[config.mk]
export PLATFORM = sky130hd
export DESIGN_NAME = bcd_to_binary
export DESIGN_NICKNAME = d
export VERILOG_FILES = /design/src/rtl/bcd_to_binary_pkg.sv /design/src/rtl/bcd_digit_check.sv /design/src/rtl/bcd_to_binary.sv
export SDC_FILE = /design/constraint.sdc
export NUM_CORES = 1
export LEC_CHECK = 0
export CAP_MARGIN = 10
export CORE_MARGIN = 5
export CORE_UTILIZATION = 55
export CTS_CLUSTER_SIZE = 28
export DETAILED_ROUTE_END_ITERATION = 8
export GPL_TIMING_DRIVEN = 0
export PLACE_DENSITY = 0.81
export SETUP_SLACK_MARGIN = 0.3
export SYNTH_ARGS = -nofsm -noshare
export SYNTH_HDL_FRONTEND = slang
export SYNTH_SLANG_ARGS = --single-unit
[constraint.sdc]
create_clock -name clk -period 2.87 [get_ports clk]
set_input_delay 0.861 -clock clk [delete_from_list [all_inputs] [get_ports clk]]
set_output_delay 0.861 -clock clk [all_outputs]
set_load 0.005 [all_outputs]
[src/rtl/bcd_to_binary_pkg.sv]
// rtl/bcd_to_binary_pkg.sv - shared constants and state type for the BCD/binary converters
//   DEF_DIGITS / DEF_BIN_W : default digit count and binary width, shared with binary-to-BCD
//   state_t                : 2-bit converter state (IDLE, SHIFT, CORR, DONE_ERR)
package bcd_to_binary_pkg;

  localparam int DEF_DIGITS = 4;
  localparam int DEF_BIN_W  = 14;

  typedef enum logic [1:0] {
    IDLE     = 2'd0,
    SHIFT    = 2'd1,
    CORR     = 2'd2,
    DONE_ERR = 2'd3
  } state_t;

endpackage

[src/rtl/bcd_digit_check.sv]
// rtl/bcd_digit_check.sv - flags a packed BCD word that holds any digit above 9
//   bcd : packed BCD input, digit 0 in bits [3:0]
//   bad : high when any nibble is greater than 9
module bcd_digit_check
  import bcd_to_binary_pkg::*;
#(
  parameter int DIGITS = DEF_DIGITS
) (
  input  logic [4*DIGITS-1:0] bcd,
  output logic                bad
);

  always_comb begin
    bad = 1'b0;
    for (int i = 0; i < DIGITS; i++) begin
      if (bcd[4*i +: 4] > 4'd9) begin
        bad = 1'b1;
      end
    end
  end

endmodule

[src/rtl/bcd_to_binary.sv]
// rtl/bcd_to_binary.sv - sequential reverse double-dabble BCD to binary converter
//   clk, rst      : clock, asynchronous active-high reset
//   bcd_in_valid  : input strobe, taken only while ready is high
//   bcd_in        : packed BCD value, digit 0 in bits [3:0]
//   ready         : high while idle
//   bin_out       : converted value, held until the next completion
//   bin_out_valid : one-cycle pulse when bin_out / bin_err update
//   bin_err       : set with the pulse when the accepted input had a digit above 9
module bcd_to_binary
  import bcd_to_binary_pkg::*;
#(
  parameter int DIGITS = DEF_DIGITS,
  parameter int BIN_W  = DEF_BIN_W
) (
  input  logic                clk,
  input  logic                rst,
  input  logic                bcd_in_valid,
  input  logic [4*DIGITS-1:0] bcd_in,
  output logic                ready,
  output logic [BIN_W-1:0]    bin_out,
  output logic                bin_out_valid,
  output logic                bin_err
);

  localparam int BCD_W  = 4 * DIGITS;
  localparam int WORK_W = BCD_W + BIN_W;
  localparam int SC_W   = (BIN_W > 1) ? $clog2(BIN_W) : 1;
  localparam int DC_W   = (DIGITS > 1) ? $clog2(DIGITS) : 1;

  state_t            state;
  logic [WORK_W-1:0] work;
  logic [WORK_W-1:0] work_shr;
  logic [SC_W-1:0]   shift_cnt;
  logic [DC_W-1:0]   digit_cnt;
  logic              bad_digit;
  int                nib_lsb;
  logic [3:0]        cur_nib;
  logic [3:0]        fix_nib;

  bcd_digit_check #(
    .DIGITS(DIGITS)
  ) u_digit_check (
    .bcd(bcd_in),
    .bad(bad_digit)
  );

  // The zero fill from the logical shift lands in the bcd MSB, and the bcd LSB
  // drops into the bin MSB, because the two parts are one contiguous register.
  always_comb begin
    work_shr = work >> 1;
    nib_lsb  = BIN_W + 4 * int'(digit_cnt);
    cur_nib  = work[nib_lsb +: 4];
    // Undo the "+3 when >= 5" step of double-dabble: a shifted digit >= 8 had
    // been adjusted, so it loses 3 locally with no borrow into its neighbour.
    fix_nib  = (cur_nib >= 4'd8) ? (cur_nib - 4'd3) : cur_nib;
  end

  assign ready = (state == IDLE);

  always_ff @(posedge clk or posedge rst) begin
    if (rst) begin
      state         <= IDLE;
      work          <= '0;
      shift_cnt     <= '0;
      digit_cnt     <= '0;
      bin_out       <= '0;
      bin_out_valid <= 1'b0;
      bin_err       <= 1'b0;
    end else begin
      bin_out_valid <= 1'b0;
      case (state)
        IDLE: begin
          if (bcd_in_valid) begin
            if (bad_digit) begin
              state <= DONE_ERR;
            end else begin
              work      <= {bcd_in, {BIN_W{1'b0}}};
              shift_cnt <= '0;
              digit_cnt <= '0;
              state     <= SHIFT;
            end
          end
        end
        SHIFT: begin
          work <= work_shr;
          if (shift_cnt == SC_W'(BIN_W - 1)) begin
            bin_out       <= work_shr[BIN_W-1:0];
            bin_err       <= 1'b0;
            bin_out_valid <= 1'b1;
            state         <= IDLE;
          end else begin
            shift_cnt <= shift_cnt + SC_W'(1);
            digit_cnt <= '0;
            state     <= CORR;
          end
        end
        CORR: begin
          work[nib_lsb +: 4] <= fix_nib;
          if (digit_cnt == DC_W'(DIGITS - 1)) begin
            digit_cnt <= '0;
            state     <= SHIFT;
          end else begin
            digit_cnt <= digit_cnt + DC_W'(1);
          end
        end
        DONE_ERR: begin
          bin_out       <= '0;
          bin_err       <= 1'b1;
          bin_out_valid <= 1'b1;
          state         <= IDLE;
        end
        default: begin
          state <= IDLE;
        end
      endcase
    end
  end

endmodule
==> results of run 1 <==
## registers in the layout (all words and copies together) (netlist names)
name,count
bin_err,1
bin_out,14
bin_out_valid,1
digit_cnt,2
shift_cnt,4
state,2
work,29
## cells in the final DEF (no fill, tap or decap), types with 7 or more instances in the layout
| cell | n |
|---|---|
| a21o_1 | 8 |
| nor2b_1 | 7 |
| ha_1 | 15 |
| nand3_1 | 7 |
| clkbuf_1 | 12 |
| clkdlybuf4s50_1 | 35 |
| nand2_1 | 42 |
| inv_1 | 15 |
| a31oi_1 | 9 |
| nor2_1 | 15 |
| dfrtp_1 | 52 |
| a22o_1 | 22 |
| a32o_1 | 7 |
| o21ai_0 | 23 |
| a21oi_1 | 19 |
## layout make-up
class | count | area share [%]
buffer | 21 | 2.59
clock buffer | 5 | 1.80
clock inverter | 3 | 0.753
inverter | 16 | 1.57
multi-input combinational | 250 | 46.5
sequential | 53 | 34.7
tap | 72 | 2.36
timing repair buffer | 36 | 9.69
## metal layers
metal	track usage, %	routed length (um)
met2	39.1	4240
met1	36.9	3870
met3	3.80	913
met4	10.1	346
met5	0	0
## final timing paths
check,endpoint,slack (ns)
setup / recovery,shift_cnt[3]$_DFFE_PP0P_,0.29
hold / removal,bin_out[3]$_DFFE_PP0P_,0.51
setup reg to reg,work[4]$_DFFE_PP0P_,0.43
hold reg to reg,bin_out[3]$_DFFE_PP0P_,0.51
max in group asynchronous,digit_cnt[0]$_DFFE_PP0P_,1.45
min in group asynchronous,work[11]$_DFFE_PP0P_,0.87
## kinds of logic (layout without fill, tap and decap cells)
family                     Yosys count  in the layout  synth area share, %
and+or+nand+nor                     92             92                 13.6
xor gates and xnor gates             3              3                 1.05
muxes                                9              9                 4.66
AOI/OAI and AO/OA                  130            130                 28.7
DFF                                 53             53                 41.2
buffers and inverters               37             81                 4.62
adders and majority gates           16             16                 6.22
## stage by stage
step                      setup TNS (ns)  cell area (um2)  cells  power (W)  util (%)
after floorplan                        0             3220    340   0.000995         -
after global placement            -21.72             3660    447    0.00107      65.3
after detailed placement           -5.80             3680    448    0.00108      65.6
after CTS                              0             3790    456    0.00154      67.6
after global routing                   0             3820    456    0.00160      68.2
final                                  0             3820    456    0.00154      68.2
## synthesized netlist by cell type (all sizes together) (2+ instances only)
library cell | number | share of area (%)
ha | 16 | 6.2
clkbuf | 15 | 1.7
a32o | 7 | 2.2
nand3 | 7 | 1.1
a211oi | 2 | 0.47
a32oi | 5 | 1.4
nor2b | 7 | 1.4
nor2 | 15 | 1.7
a21oi | 19 | 3.0
o2bb2ai | 5 | 1.4
mux2 | 2 | 0.70
o21ai | 30 | 4.7
inv | 16 | 1.9
xor2 | 2 | 0.78
and2 | 2 | 0.39
a311oi | 5 | 1.4
nand2 | 42 | 4.9
mux2i | 3 | 0.93
o211ai | 2 | 0.47
nand2b | 2 | 0.39
nor3 | 3 | 0.47
buf | 6 | 1.0
a221o | 5 | 1.6
and3 | 4 | 0.78
nor3b | 4 | 0.93
nand4 | 3 | 0.58
mux4 | 4 | 3.0
a31oi | 9 | 1.7
o31ai | 4 | 0.93
a22o | 22 | 6.0
dfrtp | 53 | 41
a21o | 8 | 1.9
o22ai | 2 | 0.39
## where the power goes
| part | leakage, nW | internal (W) | switching (W) |
|---|---|---|---|
| Sequential | 0.705 | 0.000808 | 0.0000847 |
| Combinational | 0.971 | 0.000106 | 0.0000717 |
| Clock | 0.0506 | 0.000183 | 0.000290 |
| Total | 1.73 | 0.00110 | 0.000447 |
## worst max-delay path: stages
cell,delay [ns]
clkdlybuf4s50_1,0.44
o21ai_2,0.26
nand4_1,0.15
o21ai_1,0.40
o21ai_0,0.28
a221o_1,0.41
## what timing repair did
item / in CTS / in global routing
endpoints found under the setup margin: 30 / 29
setup buffers: 0 / 0
gates cloned: 0 / 0
pin swaps: 0 / 1
gates resized for setup: 8 / 18
==> flow_metrics.tcl, run 1 <==
set metrics [dict create \
    status "complete, no violations" \
    final_nets 418 \
    grt_remaining_overflow 0 \
    grt_setup_unrepaired "true" \
    endpoint_kind "flop" \
    grt_max_degree 33 \
    io_pins 36 \
    synth-main-ff-cell "dfrtp_1" \
    wl_per_cell_um 20.6 \
    leakage_nw 1.73 \
    slew_headroom_pct 58.1 \
    initial_core_util_pct 57.4 \
    synth_edf_count 0 \
    ys_types 46 \
    synth_area_per_cell_um2 9.47 \
    synthCells 340 \
    gp_congestion 0.936 \
    setup_violations 0 \
    worstHoldPathCells 1 \
    syn_area_um2 3220 \
    die_height_um 86.5 \
    cts_root_buf "clkbuf_8" \
    clock.fmax_ghz 0.388 \
    fp.dieW_um 86.5 \
    grt_pass1_vias 2917 \
    antenna_cells 0 \
    first_pass_iters 6 \
    via_per_inst 6.79 \
    syn_to_final_growth_pct 18.8 \
    crit_required_ns 3.09 \
    dieArea_um2 7480 \
    synth_seq_cells 53 \
    ys_seq_area_share_pct 41.2 \
    critPathKind "primary input to flop" \
    r2r_cells 7 \
    cts_buffers 5 \
    whs_ns 0.510 \
    antenna_found_initial 0 \
    vias 3097 \
    r2r_start "digit_cnt[0]$_DFFE_PP0P_" \
    vdd_drop_max_uv 260 \
    worstHoldPathType "flop to flop" \
    synth.yosys.warnings 0 \
    drv_cap 0 \
    p_per_area_nw_per_um2 404 \
    fin_skew_ns 0.00854 \
    fin_crit_ns 2.58 \
    synth-async-reset-ratio_pct 100 \
    drt-total-wl_um 9370 \
    path_max_fanout 6 \
    drive_above_1_share_pct 8.07 \
    fill_cells 476 \
    drc 0 \
    cts_tree "done" \
    worst_pin_slew_ns 0.628 \
    cts_buffer_depth 2 \
    grt_pass1_wl_um 15100 \
    critPathArrivalTime_ns 2.79 \
    clk_latency_ns 0.32 \
    clock_sinks 53 \
    cts-hold-fix-buffers 0 \
    track_usage_pct 25.7 \
    final.period_utilization_pct 89.7 \
    drtIter0Drc 387 \
    holdCritStartpoint "bin_out[3]$_DFFE_PP0P_" \
    ff_latch_area_um2 1330 \
    maxSlewViolCount 0 \
    postRouteAntennaNets 0 \
    dp_hpwl_um 6600 \
    fin_ws_ns 0.294 \
    port_buffers 35 \
    cts_htree_levels 2 \
    crit_start "bcd_in[10]" \
    core-area_um2 5610 \
    multiInputGateArea_um2 1780 \
    synth_fp_nets 375 \
    num_rows 27 \
    hold_viol_final 0 \
    cp-start-kind "primary input" \
    pre_cts_ws_ns -0.432 \
    clk_pin_slew_ns 0.11 \
]
No activity file was read; power rests on OpenSTA's default activity.
==> run 2, diff against run 1 <==
--- a/config.mk
+++ b/config.mk
@@ -5,13 +5,12 @@
 export SDC_FILE = /design/constraint.sdc
 export NUM_CORES = 1
 export LEC_CHECK = 0
-export CAP_MARGIN = 10
 export CORE_MARGIN = 5
 export CORE_UTILIZATION = 55
 export CTS_CLUSTER_SIZE = 28
 export DETAILED_ROUTE_END_ITERATION = 8
 export GPL_TIMING_DRIVEN = 0
-export PLACE_DENSITY = 0.81
+export PLACE_DENSITY_LB_ADDON = 0.1
 export SETUP_SLACK_MARGIN = 0.3
 export SYNTH_ARGS = -nofsm -noshare
 export SYNTH_HDL_FRONTEND = slang
==> flow_metrics.tcl, run 2 (same netlist as run 1, synthesis figures left out) <==
set metrics [dict create \
    clock_sinks 53 \
    status "complete, no violations" \
    clk_latency_ns 0.33 \
    top_regs "work (29), bin_out (14), shift_cnt (4)" \
    endpoint_kind "flop" \
    drive_above_1_share_pct 8.76 \
    antenna_cells 0 \
    crit_required_ns 3.12 \
    core-area_um2 5610 \
    total_power_w 0.00152 \
    grt_pass1_vias 2836 \
    leakage_nw 1.74 \
    num_rows 27 \
    vdd_drop_max_uv 353 \
    layout_common_cells "dfrtp_1 (52), nand2_1 (42), clkdlybuf4s50_1 (35)" \
    holdCritStartpoint "bin_out[1]$_DFFE_PP0P_" \
    worst_pin_slew_ns 0.659 \
    p_per_area_nw_per_um2 397 \
    dieArea_um2 7480 \
    via_per_inst 6.59 \
    syn_to_final_growth_pct 19.1 \
    instances_no_fill 460 \
    r2r_start "digit_cnt[0]$_DFFE_PP0P_" \
    grt_max_degree 35 \
    first_pass_iters 6 \
    antenna_found_initial 0 \
    grt_pass1_wl_um 14900 \
    final.period_utilization_pct 90.8 \
    r2r_end "work[20]$_DFFE_PP0P_" \
    dpl.cell_count 448 \
    drt-total-wl_um 9310 \
    die_height_um 86.5 \
    cts-hold-fix-buffers 0 \
    fin_crit_ns 2.61 \
    fp.dieW_um 86.5 \
    io_pins 36 \
    critPathKind "primary input to flop" \
    place_area_um2 3680 \
    cts_buffer_depth 2 \
    setup_violations 0 \
    clk_pin_slew_ns 0.10 \
    stdcell_area_um2 3830 \
    final_nets 422 \
    postRouteAntennaNets 0 \
    endpoint "work[26]$_DFFE_PP0P_" \
    top_register "work" \
    fill_cells 459 \
    dp_hpwl_um 6500 \
    gp_congestion 0.930 \
    cp-start-kind "primary input" \
    initial_core_util_pct 57.4 \
    drtIter0Drc 438 \
    cts_root_buf "clkbuf_8" \
    wl_per_cell_um 20.2 \
    crit_start "bcd_in[10]" \
    hold_viol_final 0 \
    grt_setup_unrepaired "true" \
    track_usage_pct 25.6 \
    vias 3032 \
    rrSetupSlack_ns 0.42 \
    grt_remaining_overflow 0 \
    clock.fmax_ghz 0.384 \
    largest_reg_flops 29 \
    port_buffers 35 \
    cts_buffers 5 \
    final_common_cell "dfrtp_1" \
    maxSlewViolCount 0 \
    whs_ns 0.508 \
    critPathArrivalTime_ns 2.85 \
    fin_setup_tns_ns 0 \
    slew_headroom_pct 56.1 \
    drv_cap 0 \
    cts_tree "done" \
    r2r_cells 7 \
    drc 0 \
    fin_skew_ns 0.0109 \
    path_max_fanout 10 \
    cts_htree_levels 2 \
    worstHoldPathType "flop to flop" \
]
[run 2: cell count changes in the layout (fill, tap and decap cells not counted)]
cell / before / now
buf_4: 2 / 4
clkbuf_4: 0 / 2
clkinv_4: 1 / 2
inv_8: 1 / 0
nor3_1: 2 / 3
nor3_2: 1 / 0
xor2_2: 1 / 2
xor2_4: 1 / 0
[run 2: power by group]
| part | total (W) | internal (W) | switching, W |
|---|---|---|---|
| combinational | 0.000174 | 0.000105 | 0.0000691 |
| clock | 0.000453 | 0.000178 | 0.000274 |
| sequential | 0.000895 | 0.000808 | 0.0000877 |
[run 2: worst min path at each step]
stage | to | slack [ns] | depth (start not counted)
final | bin_out[1]$_DFFE_PP0P_ | 0.51 | 1
after global routing | bin_out[9]$_DFFE_PP0P_ | 0.53 | 1
after CTS | work[19]$_DFFE_PP0P_ | 0.51 | 1
after detailed placement | work[19]$_DFFE_PP0P_ | 0.49 | 1
after global placement | work[19]$_DFFE_PP0P_ | 0.48 | 1
after floorplan | work[19]$_DFFE_PP0P_ | 0.46 | 1
[run 2: what timing repair did]
item | CTS | global route
gates cloned | 0 | 0
endpoints found under the setup margin | 30 | 31
buffers inserted | 2 | 2
pin swaps | 1 | 1
gates resized for setup | 7 | 16
[run 2: cell type report]
| type | instances | area [um2] | share of cell area, % |
|---|---|---|---|
| multi-input cells | 250 | 1760 | 46.0 |
| flip-flops and latches | 53 | 1330 | 34.6 |
| repair buffers | 40 | 400 | 10.4 |
| plain buffers | 21 | 98.8 | 2.58 |
| well taps | 72 | 90.1 | 2.35 |
| clock buffers | 5 | 68.8 | 1.79 |
| inverters | 16 | 60.1 | 1.57 |
| clock inverters | 3 | 26.3 | 0.685 |
[run 2: critical path, stage by stage]
cell and delay [ns]:
clkdlybuf4s50_1 0.45, o21ai_2 0.26, a41o_1 0.33, and2_1 0.21
clkbuf_4 0.24, clkbuf_4 0.24, o21ai_0 0.10, o21ai_0 0.16
[run 2: stage by stage]
step	util (%)	worst slack, ns
6_report	68.4	0.263
5_1_grt	68.4	0.259
4_1_cts	67.8	0.314
3_5_place_dp	65.6	-0.460
3_3_place_gp	65.3	-0.442
2_1_floorplan	-	0.588
[run 2: metal layers]
metal | track usage, % | share of wire [%] | vias up
met5 | 0 | 0 | -
met4 | 8.92 | 1.6 | 0
met3 | 6.08 | 12 | 22
met2 | 38.2 | 45 | 198
met1 | 36.4 | 41 | 1444
li1 | - | - | 1368
==> run 3, diff against run 2 <==
--- a/config.mk
+++ b/config.mk
@@ -5,7 +5,7 @@
 export SDC_FILE = /design/constraint.sdc
 export NUM_CORES = 1
 export LEC_CHECK = 0
-export CORE_MARGIN = 5
+export ABC_CLOCK_PERIOD_IN_PS = 2870
 export CORE_UTILIZATION = 55
 export CTS_CLUSTER_SIZE = 28
 export DETAILED_ROUTE_END_ITERATION = 8
==> constraint.sdc (replaced) <==
create_clock -name clk -period 2.87 [get_ports clk]
set_input_delay 0.861 -clock clk [delete_from_list [all_inputs] [get_ports clk]]
set_output_delay 0.861 -clock clk [all_outputs]
set_load 0.01 [all_outputs]
==> flow_metrics.tcl, run 3 (same netlist as run 1, synthesis figures left out) <==
set metrics [dict create \
    max_stage_delay_ns 0.47 \
    grtUsageMet1_pct 45.1 \
    clock_sinks 53 \
    core-area_um2 5570 \
    cts_buffer_depth 2 \
    dieArea_um2 6160 \
    maxSlewViolCount 0 \
    endpoint_kind "flop" \
    whs_ns 0.515 \
    worstHoldPathType "flop to flop" \
    fp.dieW_um 78.5 \
    final.period_utilization_pct 88.3 \
    clock.fmax_ghz 0.395 \
    clkPwrFrac_pct 29.9 \
    clk_pin_slew_ns 0.10 \
    final_common_cell "dfrtp_1" \
    cts_tree "done" \
    grt_max_degree 33 \
    wl_per_cell_um 20.8 \
    grt_remaining_overflow 0 \
    grt_use_met2_pct 50.4 \
    clk_latency_ns 0.31 \
    leakage_nw 1.74 \
    drc 0 \
    drive_above_1_share_pct 8.31 \
    slew_headroom_pct 52.3 \
    critPathKind "primary input to flop" \
    drtIter0Drc 307 \
    antenna_cells 0 \
    gp_congestion 0.918 \
    fin_crit_ns 2.53 \
    cp-start-kind "primary input" \
    vdd_drop_max_uv 255 \
    port_buffers 35 \
    grt_pass1_vias 2986 \
    hold_viol_final 0 \
    worst_pin_slew_ns 0.715 \
    fin_skew_ns 0.0121 \
    cts_buffers 5 \
    pwr-share-comb_pct 11.7 \
    crit_required_ns 3.08 \
    busiest_layer "met2" \
    cp_num_buf_inv 2 \
    vias 3044 \
    cp_num_cells 7 \
    fin_setup_tns_ns 0 \
    layout_common_cells "dfrtp_1 (53), nand2_1 (42), clkdlybuf4s50_1 (35)" \
    first_pass_iters 5 \
    antenna_found_initial 0 \
    cts_htree_levels 2 \
    die_height_um 78.5 \
    p_int_w 0.00111 \
    crit_family "compound AO/OA/AOI/OAI gates" \
    status "complete, no violations" \
    cts_root_buf "clkbuf_8" \
    grt_pass1_wl_um 15300 \
    final_nets 419 \
    top_register "work" \
    worstPathCellList "clkdlybuf4s50_1, o21ai_4, a41o_1, nand2_1, buf_2, o2bb2ai_1, a21o_1" \
    dp_hpwl_um 6570 \
    p_sw_w 0.000425 \
    cp_slowest_cell "clkdlybuf4s50_1" \
    top_regs "work (29), bin_out (14), shift_cnt (4)" \
    path_max_fanout 10 \
    largest_reg_flops 29 \
    p_seq_share_pct 58.4 \
    swShare_pct 27.7 \
    postRouteAntennaNets 0 \
    p_per_area_nw_per_um2 400 \
    via_per_inst 6.66 \
    track_usage_pct 32.8 \
    worstHoldPathCells 1 \
    initial_core_util_pct 57.8 \
    setup_violations 0 \
    drt-total-wl_um 9500 \
    num_rows 27 \
    io_pins 36 \
    critPathArrivalTime_ns 2.74 \
    r2r_cells 7 \
    syn_to_final_growth_pct 19.2 \
    grt_setup_unrepaired "true" \
    drv_cap 0 \
    grtUsageMet3_pct 6.28 \
]
## run 3: changes by cell type in the layout (fill, tap and decap cells not counted), sizes merged
cell,previous run,this run
inv,17,16
buf,9,8
clkbuf,22,21
## run 3: final timing paths
kind | start | endpoint | slack, ns
max in group asynchronous | rst | work[15]$_DFFE_PP0P_ | 1.46
max reg2reg | digit_cnt[0]$_DFFE_PP0P_ | work[4]$_DFFE_PP0P_ | 0.34
min in group asynchronous | rst | work[10]$_DFFE_PP0P_ | 0.87
max | bcd_in[9] | work[12]$_DFFE_PP0P_ | 0.34
min reg2reg | bin_out[4]$_DFFE_PP0P_ | bin_out[4]$_DFFE_PP0P_ | 0.51
min | bin_out[4]$_DFFE_PP0P_ | bin_out[4]$_DFFE_PP0P_ | 0.51
## run 3: routing by layer
metal  up-vias  share of wire, %
met3        36               8.6
met2       166                45
met5         -                 0
li1       1361                 -
met1      1481                43
met4         0               2.7
## run 3: power by group through the flow
stage | Sequential [W] | Clock, W | Combinational, W
6_report | 0.000896 | 0.000458 | 0.000180
5_1_grt | 0.000902 | 0.000494 | 0.000199
3_3_place_gp | 0.000903 | 0 | 0.000165
4_1_cts | 0.000891 | 0.000461 | 0.000179
3_5_place_dp | 0.000906 | 0 | 0.000175
2_1_floorplan | 0.000871 | 0 | 0.000123
## run 3: cell type report
cell class                      instances  area, um2
Buffer                                 21        100
Clock buffer                            6       82.6
Clock inverter                          2       13.8
Fill cell                             472       1740
Inverter                               16       60.1
Multi-Input combinational cell        250       1790
Sequential cell                        53       1330
Tap cell                               72       90.1
Timing Repair Buffer                   37        378
## run 3: repair_timing
action,in CTS,in global routing
gates resized for setup,10,18
setup buffers,1,0
hold buffers,0,0
endpoints found under the setup margin,32,26
pin swaps,1,1
## run 3: worst reg2reg max path, cell delays in order (launching register included)
cell and delay [ns]:
dfrtp_1 0.46, buf_6 0.18, mux4_2 0.59, ha_1 0.22
or2b_1 0.27, xor2_2 0.30, nor2_1 0.19, a21o_1 0.22
## run 3: through the flow
stage	util [%]	instances	cell area [um2]	worst slack (ns)	total power, W
after floorplan	-	340	3220	0.588	0.000995
after global placement	65.7	447	3660	-0.510	0.00107
after global routing	68.8	457	3840	0.232	0.00160
final	68.8	457	3840	0.337	0.00153
after detailed placement	66.0	448	3680	-0.490	0.00108
after CTS	68.2	457	3800	0.289	0.00153
